==> config.mk <==
export PLATFORM = sky130hd
export DESIGN_NAME = kb_uart_bridge
export DESIGN_NICKNAME = d
export VERILOG_FILES = /design/src/rtl/kb_uart_bridge.sv
export SDC_FILE = /design/constraint.sdc
export NUM_CORES = 1
export LEC_CHECK = 0
export ABC_AREA = 1
export BUFFER_PORTS_ARGS = -buffer_cell sky130_fd_sc_hd__buf_2
export CAP_MARGIN = 0
export CORE_ASPECT_RATIO = 0.75
export CORE_MARGIN = 1.5
export CORE_UTILIZATION = 50
export CTS_CLUSTER_DIAMETER = 150
export DETAILED_ROUTE_END_ITERATION = 7
export PLACE_DENSITY = 0.67
export SETUP_SLACK_MARGIN = 0.02
export SLEW_MARGIN = 20
export SYNTH_ARGS = -nofsm -noshare
export SYNTH_HDL_FRONTEND = slang
export SYNTH_SLANG_ARGS = --single-unit
==> constraint.sdc <==
create_clock -name clk -period 2.7 [get_ports clk]
set_input_delay 0.54 -clock clk [delete_from_list [all_inputs] [get_ports clk]]
set_output_delay 0.54 -clock clk [all_outputs]
set_load 0.005 [all_outputs]
==> src/rtl/kb_uart_bridge.sv <==
// kb_uart_bridge
// Buffers words from the keyboard interface in a small FIFO and paces them
// out to the UART transmitter one byte per send/busy handshake, MSB first.
// Build option: define KB_BRIDGE_HEX_EN to send each word as uppercase ASCII
// hex characters followed by a single space instead of raw bytes.
module kb_uart_bridge #(
    parameter int  DATA_W     = 8,
    parameter int  FIFO_DEPTH = 16,
    localparam int AW         = $clog2(FIFO_DEPTH)
) (
    input  logic              clk,
    input  logic              reset,
    input  logic [DATA_W-1:0] in_data,
    input  logic              in_tick,
    input  logic              tx_busy,
    output logic [7:0]        tx_data,
    output logic              tx_send,
    output logic [AW:0]       fifo_level,
    output logic              overflow,
    input  logic              clr_overflow
);

`ifdef KB_BRIDGE_HEX_EN
    // One character per nibble plus the trailing space.
    localparam int CHARS = DATA_W / 4 + 1;
    localparam int SHIFT = 4;
`else
    localparam int CHARS = DATA_W / 8;
    localparam int SHIFT = 8;
`endif
    localparam int          CW           = $clog2(CHARS + 1);
    localparam logic [AW:0] FULL_LEVEL   = (AW + 1)'(FIFO_DEPTH);
    localparam logic [3:0]  TIMEOUT_LAST = 4'd14;

    typedef enum logic [2:0] {
        IDLE,
        LOAD,
        SEND,
        WAIT_HI,
        WAIT_LO
    } state_t;

`ifdef KB_BRIDGE_HEX_EN
    // Uppercase ASCII for one hex digit.
    function automatic logic [7:0] hex_char(input logic [3:0] nib);
        if (nib < 4'd10) begin
            return 8'h30 + {4'h0, nib};
        end
        return 8'h37 + {4'h0, nib};
    endfunction
`endif

    logic [DATA_W-1:0] mem [FIFO_DEPTH];
    logic [AW-1:0]     wr_ptr;
    logic [AW-1:0]     rd_ptr;
    logic              push;
    logic              pop;
    logic              full;

    state_t            state;
    state_t            next_state;
    logic [DATA_W-1:0] shift_reg;
    logic [DATA_W-1:0] next_shift;
    logic [CW-1:0]     chars;
    logic [CW-1:0]     next_chars;
    logic [3:0]        timeout_cnt;
    logic [3:0]        next_timeout_cnt;
    logic              enter_send;
    logic [7:0]        next_byte;

    // A pop only happens when LOAD hands the head word to the shifter, so a
    // full FIFO can still accept a word in that same cycle.
    assign full = (fifo_level == FULL_LEVEL);
    assign pop  = (state == LOAD) && !tx_busy;
    assign push = in_tick && (!full || pop);

    // FIFO storage; contents need no reset because the pointers define validity.
    always_ff @(posedge clk) begin
        if (push) begin
            mem[wr_ptr] <= in_data;
        end
    end

    // Pointers and occupancy; pointers wrap naturally at the power-of-2 depth.
    always_ff @(posedge clk or posedge reset) begin
        if (reset) begin
            wr_ptr     <= '0;
            rd_ptr     <= '0;
            fifo_level <= '0;
        end else begin
            if (push) begin
                wr_ptr <= wr_ptr + AW'(1);
            end
            if (pop) begin
                rd_ptr <= rd_ptr + AW'(1);
            end
            case ({push, pop})
                2'b10:   fifo_level <= fifo_level + (AW + 1)'(1);
                2'b01:   fifo_level <= fifo_level - (AW + 1)'(1);
                default: fifo_level <= fifo_level;
            endcase
        end
    end

    // Sticky drop flag; a new drop wins over a clear in the same cycle.
    always_ff @(posedge clk or posedge reset) begin
        if (reset) begin
            overflow <= 1'b0;
        end else if (in_tick && !push) begin
            overflow <= 1'b1;
        end else if (clr_overflow) begin
            overflow <= 1'b0;
        end
    end

    // FSM state, shifter, character count and busy-timeout counter.
    always_ff @(posedge clk or posedge reset) begin
        if (reset) begin
            state       <= IDLE;
            shift_reg   <= '0;
            chars       <= '0;
            timeout_cnt <= '0;
        end else begin
            state       <= next_state;
            shift_reg   <= next_shift;
            chars       <= next_chars;
            timeout_cnt <= next_timeout_cnt;
        end
    end

    // Next-state logic; SEND is only ever entered when the UART reports idle.
    always_comb begin
        next_state       = state;
        next_shift       = shift_reg;
        next_chars       = chars;
        next_timeout_cnt = timeout_cnt;
        case (state)
            IDLE: begin
                if (fifo_level != '0) begin
                    next_state = LOAD;
                end
            end
            LOAD: begin
                if (!tx_busy) begin
                    next_shift = mem[rd_ptr];
                    next_chars = CW'(CHARS);
                    next_state = SEND;
                end
            end
            SEND: begin
                next_timeout_cnt = 4'd0;
                next_state       = WAIT_HI;
            end
            WAIT_HI: begin
                if (tx_busy || (timeout_cnt == TIMEOUT_LAST)) begin
                    next_state = WAIT_LO;
                end else begin
                    next_timeout_cnt = timeout_cnt + 4'd1;
                end
            end
            WAIT_LO: begin
                if (!tx_busy) begin
                    next_shift = shift_reg << SHIFT;
                    next_chars = chars - CW'(1);
                    if (chars == CW'(1)) begin
                        next_state = IDLE;
                    end else begin
                        next_state = SEND;
                    end
                end
            end
            default: begin
                next_state = IDLE;
            end
        endcase
    end

    // Byte that will be presented on the upcoming SEND, taken from the
    // shifter contents as they will be after this edge.
    always_comb begin
        enter_send = (next_state == SEND) && (state != SEND);
`ifdef KB_BRIDGE_HEX_EN
        if (next_chars == CW'(1)) begin
            next_byte = 8'h20;
        end else begin
            next_byte = hex_char(next_shift[DATA_W-1 -: 4]);
        end
`else
        next_byte = next_shift[DATA_W-1 -: 8];
`endif
    end

    // Registered UART outputs; tx_data holds its value until the next SEND.
    always_ff @(posedge clk or posedge reset) begin
        if (reset) begin
            tx_send <= 1'b0;
            tx_data <= 8'h00;
        end else begin
            tx_send <= enter_send;
            if (enter_send) begin
                tx_data <= next_byte;
            end
        end
    end

endmodule

==> results.py <==
metrics = {
    "routing": {
        "first_pass_iters": 8,
        "dr_total_vias": 4569,
        "ant_nets": 0,
        "routed_via_density": 5.606,
        "wl_per_cell_um": 19.02,
        "drcViolationCount": 0,
        "routed_wl_um": 15500,
        "drt_iter0_markers": 484,
    },
    "setup_path": {
        "cp_max_fo": 13,
        "end_kind": "flip-flop",
        "path_class": "reg2reg",
        "cp-start-kind": "flip-flop",
        "arrival_ns": 2.24,
        "r2r_slack_ns": 0.51,
        "critical_path_required_ns": 2.74,
    },
    "layout": {
        "finalInstanceArea_um2": 7687,
        "num_antenna_cells": 0,
        "syn_to_final_growth_pct": 12.92,
        "multi_input_comb_area_um2": 1884,
        "layout.nets": 655,
        "stdcell_count": 815,
        "regArea_um2": 4621,
        "utilization_pct": 58.45,
        "nFillCells": 1071,
        "drive_gt1_share_pct": 14.91,
    },
    "cts": {
        "cts_tree": "built",
        "clockRootBuffer": "clkbuf_16",
        "holdBufCountCts": 0,
        "clk_pin_slew_worst_paths_ns": 0.06,
        "cts.htree.levels": 4,
        "cts_setup_buffers": 0,
        "clock_path_buffers": 2,
        "cts_buffers": 17,
        "ctsResizeCount": 0,
        "cts.sinks": 159,
        "clk_latency_ns": 0.43,
    },
    "global_route": {
        "grt.total_usage_pct": 23.33,
        "grt_max_degree": 67,
        "antenna_found_initial": 0,
        "grt_pass1_vias": 4393,
        "grt_pass1_wl_um": 24200,
        "grt_overflow_total": 0,
    },
    "sta": {
        "fin_crit_sh_pct": 81.17,
        "layout_min_cycle_time_ns": 2.191,
        "max_freq_ghz": 0.4563,
        "slew-limit-headroom_pct": 32.09,
        "finalSetupViolCount": 0,
        "whs_ns": 0.09340,
        "fin_setup_tns_ns": 0,
        "drv_slew": 0,
        "rsz0062_at_grt": "no",
        "hold_viol": 0,
        "tightest_slew_ns": 1.011,
        "clock_skew_ns": 0.01427,
    },
    "yosys": {
        "synthCells": 598,
        "netlist_area_um2": 6808,
        "yosysSeqAreaShare_pct": 67.86,
        "synthTopCellsByCount": "176 x nand2_1, 130 x nand3_1, 128 x edfxtp_1",
        "yosys.area.top_type_share_pct": 56.46,
        "ys.flop_type": "edfxtp_1",
        "synthTopCellsByArea": "edfxtp_1 56%, dfrtp_1 11%, nand2_1 9.7%",
        "synth-warning-count": 0,
        "syn_area_per_cell_um2": 11.38,
        "yosysTopAreaCell": "edfxtp_1",
        "syn-num-nets": 622,
        "synth_edf_count": 128,
        "synthDistinctLibCells": 34,
        "synth.most_common_cell": "nand2_1",
        "ys_ff_latch": 159,
        "async_reset_ff_share_pct": 19.50,
    },
    "place": {
        "placed_cell_area_um2": 7091,
        "hpwl_um": 9860,
        "port_buffers": 27,
        "dp_cells": 783,
        "place_congestion": 0.8639,
    },
    "hold_path": {
        "min_path_type": "in2async",
    },
    "power": {
        "vdd_drop_max_uv": 680.7,
        "p_leak_nw": 3.020,
        "power_density_nw_per_um2": 1103,
    },
    "floorplanning": {
        "die_h_um": 104.1,
        "core_area_um2": 13150,
        "pin_count": 28,
        "dieArea_um2": 14330,
        "die_w_um": 137.7,
        "std_cell_rows": 36,
        "initial_core_util_pct": 51.76,
    },
    "run_status": {
        "status": "finished clean",
    },
    "job": {
        "drv_cap": 0,
    },
}
worst max-delay path, cell delays in order (launching register included):
cell and delay [ns]:
dfrtp_1 0.40, inv_2 0.09, nand3_2 0.12, nor2_4 0.15, o21ai_4 0.15, nor2_1 0.13, nand2_1 0.10, nor2_1 0.65
registers in the layout, indices dropped and copies added (netlist names):
signal / flops
wr_ptr: 4
overflow: 1
timeout_cnt: 4
tx_send: 1
fifo_level: 5
mem: 128
chars: 1
tx_data: 8
rd_ptr: 4
state: 3
layer usage:
| metal | GRT usage (%) | wire, µm |
|---|---|---|
| met3 | 6.676 | 1344 |
| met2 | 32.50 | 6772 |
| met5 | 0 | 0 |
| met1 | 35.27 | 7102 |
| met4 | 7.589 | 284 |
logic make-up after synthesis:
logic type      share of synthesized area [%]
compound gates                          1.838
fa+ha+maj                               2.132
xor+xnor                                1.268
simple gates                            22.37
flops                                   67.86
buf+inv                                 4.540
metrics by stage:
| step | power [mW] | setup slack (ns) |
|---|---|---|
| floorplan | 5.286 | 0.7773 |
| global placement | 6.012 | 0.5061 |
| detailed placement | 6.070 | 0.4369 |
| CTS | 8.470 | 0.5189 |
| global route | 8.924 | 0.3577 |
| finish | 8.477 | 0.5085 |
cell usage in the layout (no fill, tap or decap), drive strengths merged:
cell / count
ha: 10
nor2: 12
nand2: 177
a32o: 1
nor3: 15
edfxtp: 128
buf: 42
clkinvlp: 2
clkinv: 6
nand3: 132
a21oi: 4
or2: 1
nand4: 3
nand3b: 1
inv: 30
bufinv: 3
xor2: 8
o211ai: 1
dfrtp: 31
clkbuf: 22
o21ai: 13
fa: 1
xnor2: 1
final cells by class:
| cell class | instances | area share [%] |
|---|---|---|
| Sequential cell | 159 | 60.11 |
| Tap cell | 171 | 2.783 |
| Inverter | 31 | 1.514 |
| Timing Repair Buffer | 42 | 3.385 |
| Multi-Input combinational cell | 380 | 24.51 |
| Clock buffer | 22 | 5.908 |
| Clock inverter | 10 | 1.790 |
power breakdown:
group          internal, mW  switching, mW
Combinational         0.856           1.95
Clock                  1.48          0.921
Sequential             3.05          0.227
worst paths after layout:
check                        startpoint        endpoint  cells after the start
max                            state[2]      mem[11][2]                      7
min                               reset  timeout_cnt[3]                      2
max reg2reg                    state[2]      mem[11][2]                      7
min reg2reg                       chars           chars                      2
max in group asynchronous         reset       wr_ptr[2]                      3
min in group clk           clr_overflow        overflow                      2
Power figures use the tool's default switching activity.
